## src/rtl/data_bus_pkg.sv

```systemverilog
// Shared types and constants for the data-side bus master.
package data_bus_pkg;

  typedef enum logic [1:0] {
    IDLE = 2'd0,
    LO   = 2'd1,
    HI   = 2'd2,
    DONE = 2'd3
  } state_t;

  localparam int BUS_WIDTH   = 32;
  localparam int BEAT_OFFSET = 4;

endpackage

```

## src/rtl/bus_watchdog.sv

```systemverilog
// Beat watchdog: counts strobe cycles without a response and pulses expire
// in the TIMEOUT_CYCLES-th such cycle. Reloads whenever strobe is low or a
// response arrives, so each new strobe starts a fresh window.
module bus_watchdog #(
  parameter int TIMEOUT_CYCLES = 256
) (
  input  logic clk,
  input  logic rst,
  input  logic stb,
  input  logic resp,
  output logic expire
);

  localparam int CW = $clog2(TIMEOUT_CYCLES);
  localparam logic [CW-1:0] LOAD = CW'(TIMEOUT_CYCLES - 1);

  logic [CW-1:0] cnt;

  // Down-counter, reloaded outside an outstanding strobe.
  always_ff @(posedge clk or posedge rst) begin
    if (rst) begin
      cnt <= LOAD;
    end else if (!stb || resp) begin
      cnt <= LOAD;
    end else if (cnt != '0) begin
      cnt <= cnt - 1'b1;
    end
  end

  assign expire = stb & ~resp & (cnt == '0);

endmodule

```

## src/rtl/data_bus_ctrl.sv

```systemverilog
// Data-side bus master: splits a 64-bit load/store into up to two 32-bit
// beats (LO lane, then HI lane), reports err/timeout as a one-cycle fault.
module data_bus_ctrl
  import data_bus_pkg::*;
#(
  parameter int          TIMEOUT_CYCLES = 256,
  parameter logic [63:0] ERR_READ_VALUE = '1
) (
  input  logic                 clk,
  input  logic                 reset,
  input  logic                 data_read_in,
  input  logic                 data_write_in,
  input  logic [7:0]           data_write_mask_in,
  input  logic [63:0]          data_address_in,
  input  logic [63:0]          data_write_value_in,
  output logic [63:0]          data_read_value_out,
  output logic                 stall_out,
  output logic                 fault_out,
  output logic                 bus_cyc_out,
  output logic                 bus_stb_out,
  output logic                 bus_we_out,
  output logic [63:0]          bus_adr_out,
  output logic [3:0]           bus_sel_out,
  output logic [BUS_WIDTH-1:0] bus_dat_out,
  input  logic [BUS_WIDTH-1:0] bus_dat_in,
  input  logic                 bus_ack_in,
  input  logic                 bus_err_in
);

  state_t       state, state_next;
  logic         cyc, cyc_next;
  logic         stb, stb_next;
  logic [63:3]  addr;
  logic [63:0]  wval;
  logic [7:0]   mask;
  logic         is_write;
  logic         fault;
  logic [63:0]  rdata;

  logic request, capture, lane_hi, hi_needed;
  logic beat_ok, beat_fail, expire;
  logic unused_addr_bits;

  assign unused_addr_bits = ^data_address_in[2:0];

  assign request   = data_read_in | data_write_in;
  assign capture   = (state == IDLE) & request;
  assign lane_hi   = (state == HI);
  assign hi_needed = ~is_write | (mask[7:4] != 4'h0);
  assign beat_ok   = stb & bus_ack_in & ~bus_err_in;
  assign beat_fail = (stb & bus_err_in) | expire;

  bus_watchdog #(
    .TIMEOUT_CYCLES(TIMEOUT_CYCLES)
  ) u_watchdog (
    .clk   (clk),
    .rst   (reset),
    .stb   (stb),
    .resp  (bus_ack_in | bus_err_in),
    .expire(expire)
  );

  // State and bus handshake registers.
  always_ff @(posedge clk or posedge reset) begin
    if (reset) begin
      state <= IDLE;
      cyc   <= 1'b0;
      stb   <= 1'b0;
    end else begin
      state <= state_next;
      cyc   <= cyc_next;
      stb   <= stb_next;
    end
  end

  // Next state; stb drops for one cycle after a LO ack and is re-raised in HI.
  always_comb begin
    state_next = state;
    cyc_next   = cyc;
    stb_next   = stb;
    case (state)
      IDLE: begin
        if (request) begin
          if (data_read_in || (data_write_mask_in[3:0] != 4'h0)) begin
            state_next = LO;
            cyc_next   = 1'b1;
            stb_next   = 1'b1;
          end else if (data_write_mask_in[7:4] != 4'h0) begin
            state_next = HI;
            cyc_next   = 1'b1;
            stb_next   = 1'b1;
          end else begin
            state_next = DONE;
          end
        end
      end
      LO: begin
        if (beat_fail) begin
          state_next = DONE;
          cyc_next   = 1'b0;
          stb_next   = 1'b0;
        end else if (beat_ok) begin
          if (hi_needed) begin
            state_next = HI;
            stb_next   = 1'b0;
          end else begin
            state_next = DONE;
            cyc_next   = 1'b0;
            stb_next   = 1'b0;
          end
        end
      end
      HI: begin
        if (!stb) begin
          stb_next = 1'b1;
        end else if (beat_fail || beat_ok) begin
          state_next = DONE;
          cyc_next   = 1'b0;
          stb_next   = 1'b0;
        end
      end
      DONE: begin
        state_next = IDLE;
      end
      default: begin
        state_next = IDLE;
        cyc_next   = 1'b0;
        stb_next   = 1'b0;
      end
    endcase
  end

  // Request latch, read-lane capture and fault bookkeeping.
  always_ff @(posedge clk or posedge reset) begin
    if (reset) begin
      addr     <= '0;
      wval     <= '0;
      mask     <= '0;
      is_write <= 1'b0;
      fault    <= 1'b0;
      rdata    <= '0;
    end else begin
      if (capture) begin
        addr     <= data_address_in[63:3];
        wval     <= data_write_value_in;
        mask     <= data_write_mask_in;
        is_write <= data_write_in;
        fault    <= 1'b0;
      end
      if (beat_ok && !is_write) begin
        if (lane_hi) rdata[63:32] <= bus_dat_in;
        else         rdata[31:0]  <= bus_dat_in;
      end
      if (beat_fail) begin
        fault <= 1'b1;
        if (!is_write) rdata <= ERR_READ_VALUE;
      end
    end
  end

  assign stall_out           = request & (state != DONE);
  assign fault_out           = (state == DONE) & fault;
  assign data_read_value_out = rdata;

  assign bus_cyc_out = cyc;
  assign bus_stb_out = stb;
  assign bus_we_out  = cyc & is_write;
  assign bus_adr_out = cyc ? ({addr, 3'b000} + (lane_hi ? 64'(BEAT_OFFSET) : 64'd0)) : 64'd0;
  assign bus_sel_out = !cyc     ? 4'h0 :
                       !is_write ? 4'hF :
                       lane_hi  ? mask[7:4] : mask[3:0];
  assign bus_dat_out = cyc ? (lane_hi ? wval[63:32] : wval[31:0]) : '0;

endmodule
```

## config.mk

```make
export PLATFORM = sky130hd
export DESIGN_NAME = data_bus_ctrl
export DESIGN_NICKNAME = d
export VERILOG_FILES = /design/src/rtl/data_bus_pkg.sv /design/src/rtl/bus_watchdog.sv /design/src/rtl/data_bus_ctrl.sv
export SDC_FILE = /design/constraint.sdc
export NUM_CORES = 1
export LEC_CHECK = 0
export ABC_AREA = 0
export BUFFER_PORTS_ARGS = -buffer_cell sky130_fd_sc_hd__buf_2
export CAP_MARGIN = 40
export CORE_ASPECT_RATIO = 0.8
export CORE_UTILIZATION = 40
export CTS_CLUSTER_SIZE = 24
export DETAILED_ROUTE_END_ITERATION = 7
export GPL_TIMING_DRIVEN = 0
export PLACE_DENSITY = 0.67
export SYNTH_ARGS = -nofsm -noshare
export SYNTH_HDL_FRONTEND = slang
export SYNTH_HIERARCHICAL = 1
export SYNTH_SLANG_ARGS = --single-unit
```

## constraint.sdc

```tcl
create_clock -name clk -period 8.7 [get_ports clk]
set_input_delay 0.87 -clock clk [delete_from_list [all_inputs] [get_ports clk]]
set_output_delay 0.87 -clock clk [all_outputs]
set_load 0.01 [all_outputs]
```

==> summary.md <==
| Metric | Value |
|---|---|
| Count of unique library cells instantiated by Yosys | 49 |
| Register-to-Register Setup Slack | approximately 6200 ps |
| Hold violation total from the final report | 0 |
| Clock Tree Buf Depth | 3 |
| Number of violations of the max-capacitance limit | 0 |
| Pre-CTS setup slack | ~5900 ps |
| Final net count | about 1.4k |
| Fraction of registers with async set/reset | 100.0% |
| Biggest area consumer among synthesized cells | sky130_fd_sc_hd__dfrtp_1 |
| Number of input and output port buffers inserted | around 340 |
| Worst EP required | 7830 ps |
| Count of routing violations after the opening detailed-route iteration | slightly below 400 |
| TritonCTS clock tree | yes |
| Number of enable-type register cells in the synthesized netlist | 0 |
| Cell repeated most along the worst path | sky130_fd_sc_hd__buf_2 |
| Cell depth of the worst flop-to-flop path | 10 |
| Via count of the first global-routing pass | ~7.6k |
| Slew Viols, Final | 0 |
| Total of cells resized after clock tree synthesis | 0 |
| Maximum number of pins on one net before global-route repair | 109 |
| Initial Util | between 40 and 50% |
| Via count | approximately 7.4k |
| Top cell family by delay on the critical path | buffers and inverters |
| Mux cell area share after synthesis | about a fifth |
| Xor/xnor cell area share of the yosys netlist | 0% |
| Num CTS Buffers | 23 |
| Termination of the worst setup path | bus_dat_out[27] |
| VDD IR-drop max | 0.2112 mV |
| Main combinational cell family by area after synthesis | multiplexers |
| Maximum clock skew at final layout | ~14 ps |
| HPWL after detailed placement | roughly 19 mm |
| Synthesis-to-layout area growth | 30.54% |
| Core Util, Final | 53.99% |
| R2R Path Start | u_watchdog/cnt[0] |
| Top FF cell, synth | sky130_fd_sc_hd__dfrtp_1 |
| Hold bufs inserted after CTS | 0 |
| Final Routed Wirelength | approximately 26 mm |
| Synth warnings | 6 |
| Share of the yosys chip area belonging to registers | 56.23% |
| Post-synthesis simple-gate area fraction | between 10% and 20% |
| Run status | finished, final reports clean |
| Via density per instance | about 4.9 |
| CP Data Arrival Time | roughly 2400 ps |
| Total grt overflow | 0 |
| Top cell types by occurrence after synthesis | sky130_fd_sc_hd__dfrtp_1 (203), sky130_fd_sc_hd__nand2_1 (135), sky130_fd_sc_hd__mux2_2 (118), sky130_fd_sc_hd__nand3_1 (66), sky130_fd_sc_hd__and2_1 (64) |
| Fraction of final layout cells sized beyond drive strength 1 | 45.95% |
| Final setup violation count | 0 |
| Buf+Inv Stages, Crit Path | 5 |
| Slowest cell on crit path | sky130_fd_sc_hd__dfrtp_1 |
| Count of TritonRoute iterations in the first routing pass | 4 |
| Area of the core | about 23000 um2 |
| Area fraction in compound gates after synthesis | ~2.5% |
| Post-CTS setup repair buffer count | 0 |
| Horizontal extent of the die | approximately 170 um |
| Total area of sequential cells | 5290 um2 |
| Placer congestion estimate | between 0.8 and 0.9 |
| Number of antenna violations at the first check in global routing | 6 |
| Root Driver | sky130_fd_sc_hd__clkbuf_16 |
| Highest achievable clock rate | slightly above 300 MHz |
| Average cell area after synthesis | about 12 um2 |
| Final-layout fill cell count | around 2.1k |
| Combined area of the multi-input logic cells | approximately 3800 um2 |
| Total negative slack for setup checks | 0 ps |
| Type of origin of the critical path | flop |
| Final WS setup | 5483 ps |
| Most common cell in the netlist | sky130_fd_sc_hd__dfrtp_1 |
| H-tree levels | 1 |
| Count of unresolved DRC violations after routing | 0 |
| Leak pwr | approximately 6.0 nW |
| Antenna Nets Post-Route | 0 |
| Yosys top cell area share | 54.00% |
| Final cycle utilization of the critical path | 36.98% |
| Ordered list of cells on the worst path | inv_1 > ha_1 > buf_6 > buf_2 > buf_4 > mux2i_1 > nor2_1 > buf_2 |
| Top-Level Pins | between 300 and 400 |
| Number of gates on the worst path with buffers counted | 8 |
| Average detailed-routed wire length per instance | between 15 and 20 um |
| Power per cell area | around 380 nW/um2 |
| Synthesized instance count | approximately 800 |
| Post-Syn Area | about 9400 um2 |
| Path type of the worst min-delay path | flop to flop |
| Overall routing resource usage | about a fifth |
| Crit. Startpoint | state[0] |
| Worst setup EP type | primary output |
| Worst Path Class, Setup | flop to primary output |
| Worst reg2reg path endpoint | data_read_value_out[11] |
| Tightest Pin Transition | between 700 and 800 ps |
| Seq cells post-synth | 211 |
| Die boundary height | 139.2 um |
| Insertion delay of the later-clocked pin in the worst-skew pair | roughly 510 ps |
| Clock transition at path regs | around 60 ps |
| Tightest slew margin relative to the limit | just under 50% |
| Largest fanout on the critical path | 10 |
| Count of clock tree sinks | between 200 and 250 |
| Most area-consuming cells after synthesis | sky130_fd_sc_hd__dfrtp_1 (54%), sky130_fd_sc_hd__mux2_2 (14%), sky130_fd_sc_hd__nand2_1 (5.4%), sky130_fd_sc_hd__and2_1 (4.3%), sky130_fd_sc_hd__mux2i_1 (4.0%) |
| Clock period minus final worst setup slack | about 3200 ps |
| Std cell rows | 49 |
| Adder-cell area share of the yosys netlist | less than 1% |
| Global-route wire length before repair | between 40 and 50 mm |
| CP peak stage delay | around 430 ps |
| Die footprint | roughly 24000 um2 |
| Setup repair after global routing missed its margin | no |
| Post-route worst hold slack | about 470 ps |
==> report_power, final <==
part,switching (mW),leakage (nW),total [mW],internal (mW)
registers,0.228,2.34,1.67,1.44
logic,1.04,3.25,2.02,0.978
clock network,0.395,0.376,0.966,0.572
==> cell families after synthesis <==
logic type | Yosys count
buffers and inverters | 66
AOI/OAI and AO/OA | 32
DFF | 211
adders and majority gates | 7
and+or+nand+nor | 330
other | 1
muxes | 171
==> final cells by class <==
| type | count | share of cell area, % |
|---|---|---|
| well taps | 306 | 3.118 |
| plain buffers | 55 | 2.445 |
| multi-input cells | 542 | 30.78 |
| flip-flops and latches | 211 | 43.08 |
| repair buffers | 338 | 13.96 |
| inverters | 11 | 0.3974 |
| clock buffers | 37 | 5.930 |
| diodes | 2 | 0.04075 |
| clock inverters | 5 | 0.2547 |
==> through the flow <==
stage / instances / cell area (um2) / total power [mW]
after floorplan: 819 / 9412 / 2.967
after global placement: 1462 / 11480 / 3.668
after detailed placement: 1463 / 11520 / 3.718
after CTS: 1505 / 12280 / 4.707
after global routing: 1507 / 12280 / 4.963
final: 1507 / 12280 / 4.655
==> metal layers <==
metal | track usage, % | share of wire [%] | wire length [um]
met1 | 26.71 | 43 | 10960
met2 | 34.47 | 47 | 11990
met3 | 7.018 | 8.4 | 2177
met4 | 6.008 | 2.4 | 612
met5 | 0 | 0.11 | 28
==> worst reg2reg max path: cells and delay by family (launching register included) <==
kind | cells | cell delay, ps
AOI/OAI and AO/OA | 1 | 330
adders and majority gates | 1 | 240
buffers and inverters | 3 | 580
DFF | 1 | 560
and+or+nand+nor | 5 | 670
==> cell usage in the layout (no fill, tap or decap), types with 15 or more instances in the layout <==
cell type                   Yosys  routed
sky130_fd_sc_hd__mux2i_1       38      38
sky130_fd_sc_hd__mux2_1        15      15
sky130_fd_sc_hd__nor2_1        41      41
sky130_fd_sc_hd__nand3_1       66      66
sky130_fd_sc_hd__and2_1        64      64
sky130_fd_sc_hd__nand2_1      135     135
sky130_fd_sc_hd__clkbuf_16      0      23
sky130_fd_sc_hd__dfrtp_1      203     203
sky130_fd_sc_hd__buf_2         27     364
sky130_fd_sc_hd__mux2_2       118     118
sky130_fd_sc_hd__clkbuf_1      16      20
==> worst min path at each step <==
stage              from        to  slack (ps)  depth (start not counted)
2_1_floorplan     fault     fault         440                          2
3_3_place_gp      fault     fault         450                          2
3_5_place_dp      fault     fault         460                          2
4_1_cts           fault     fault         470                          2
5_1_grt        addr[28]  addr[28]         490                          1
6_report          fault     fault         470                          2
==> sequential cells by signal, indices dropped and copies added (netlist names), named ones only <==
register,flops
wval,64
data_read_value_out,63
addr,61
mask,8
u_watchdog/cnt,8
state,2
bus_cyc_out,1
bus_stb_out,1
fault,1
is_write,1
No activity file was read; power rests on OpenSTA's default activity.
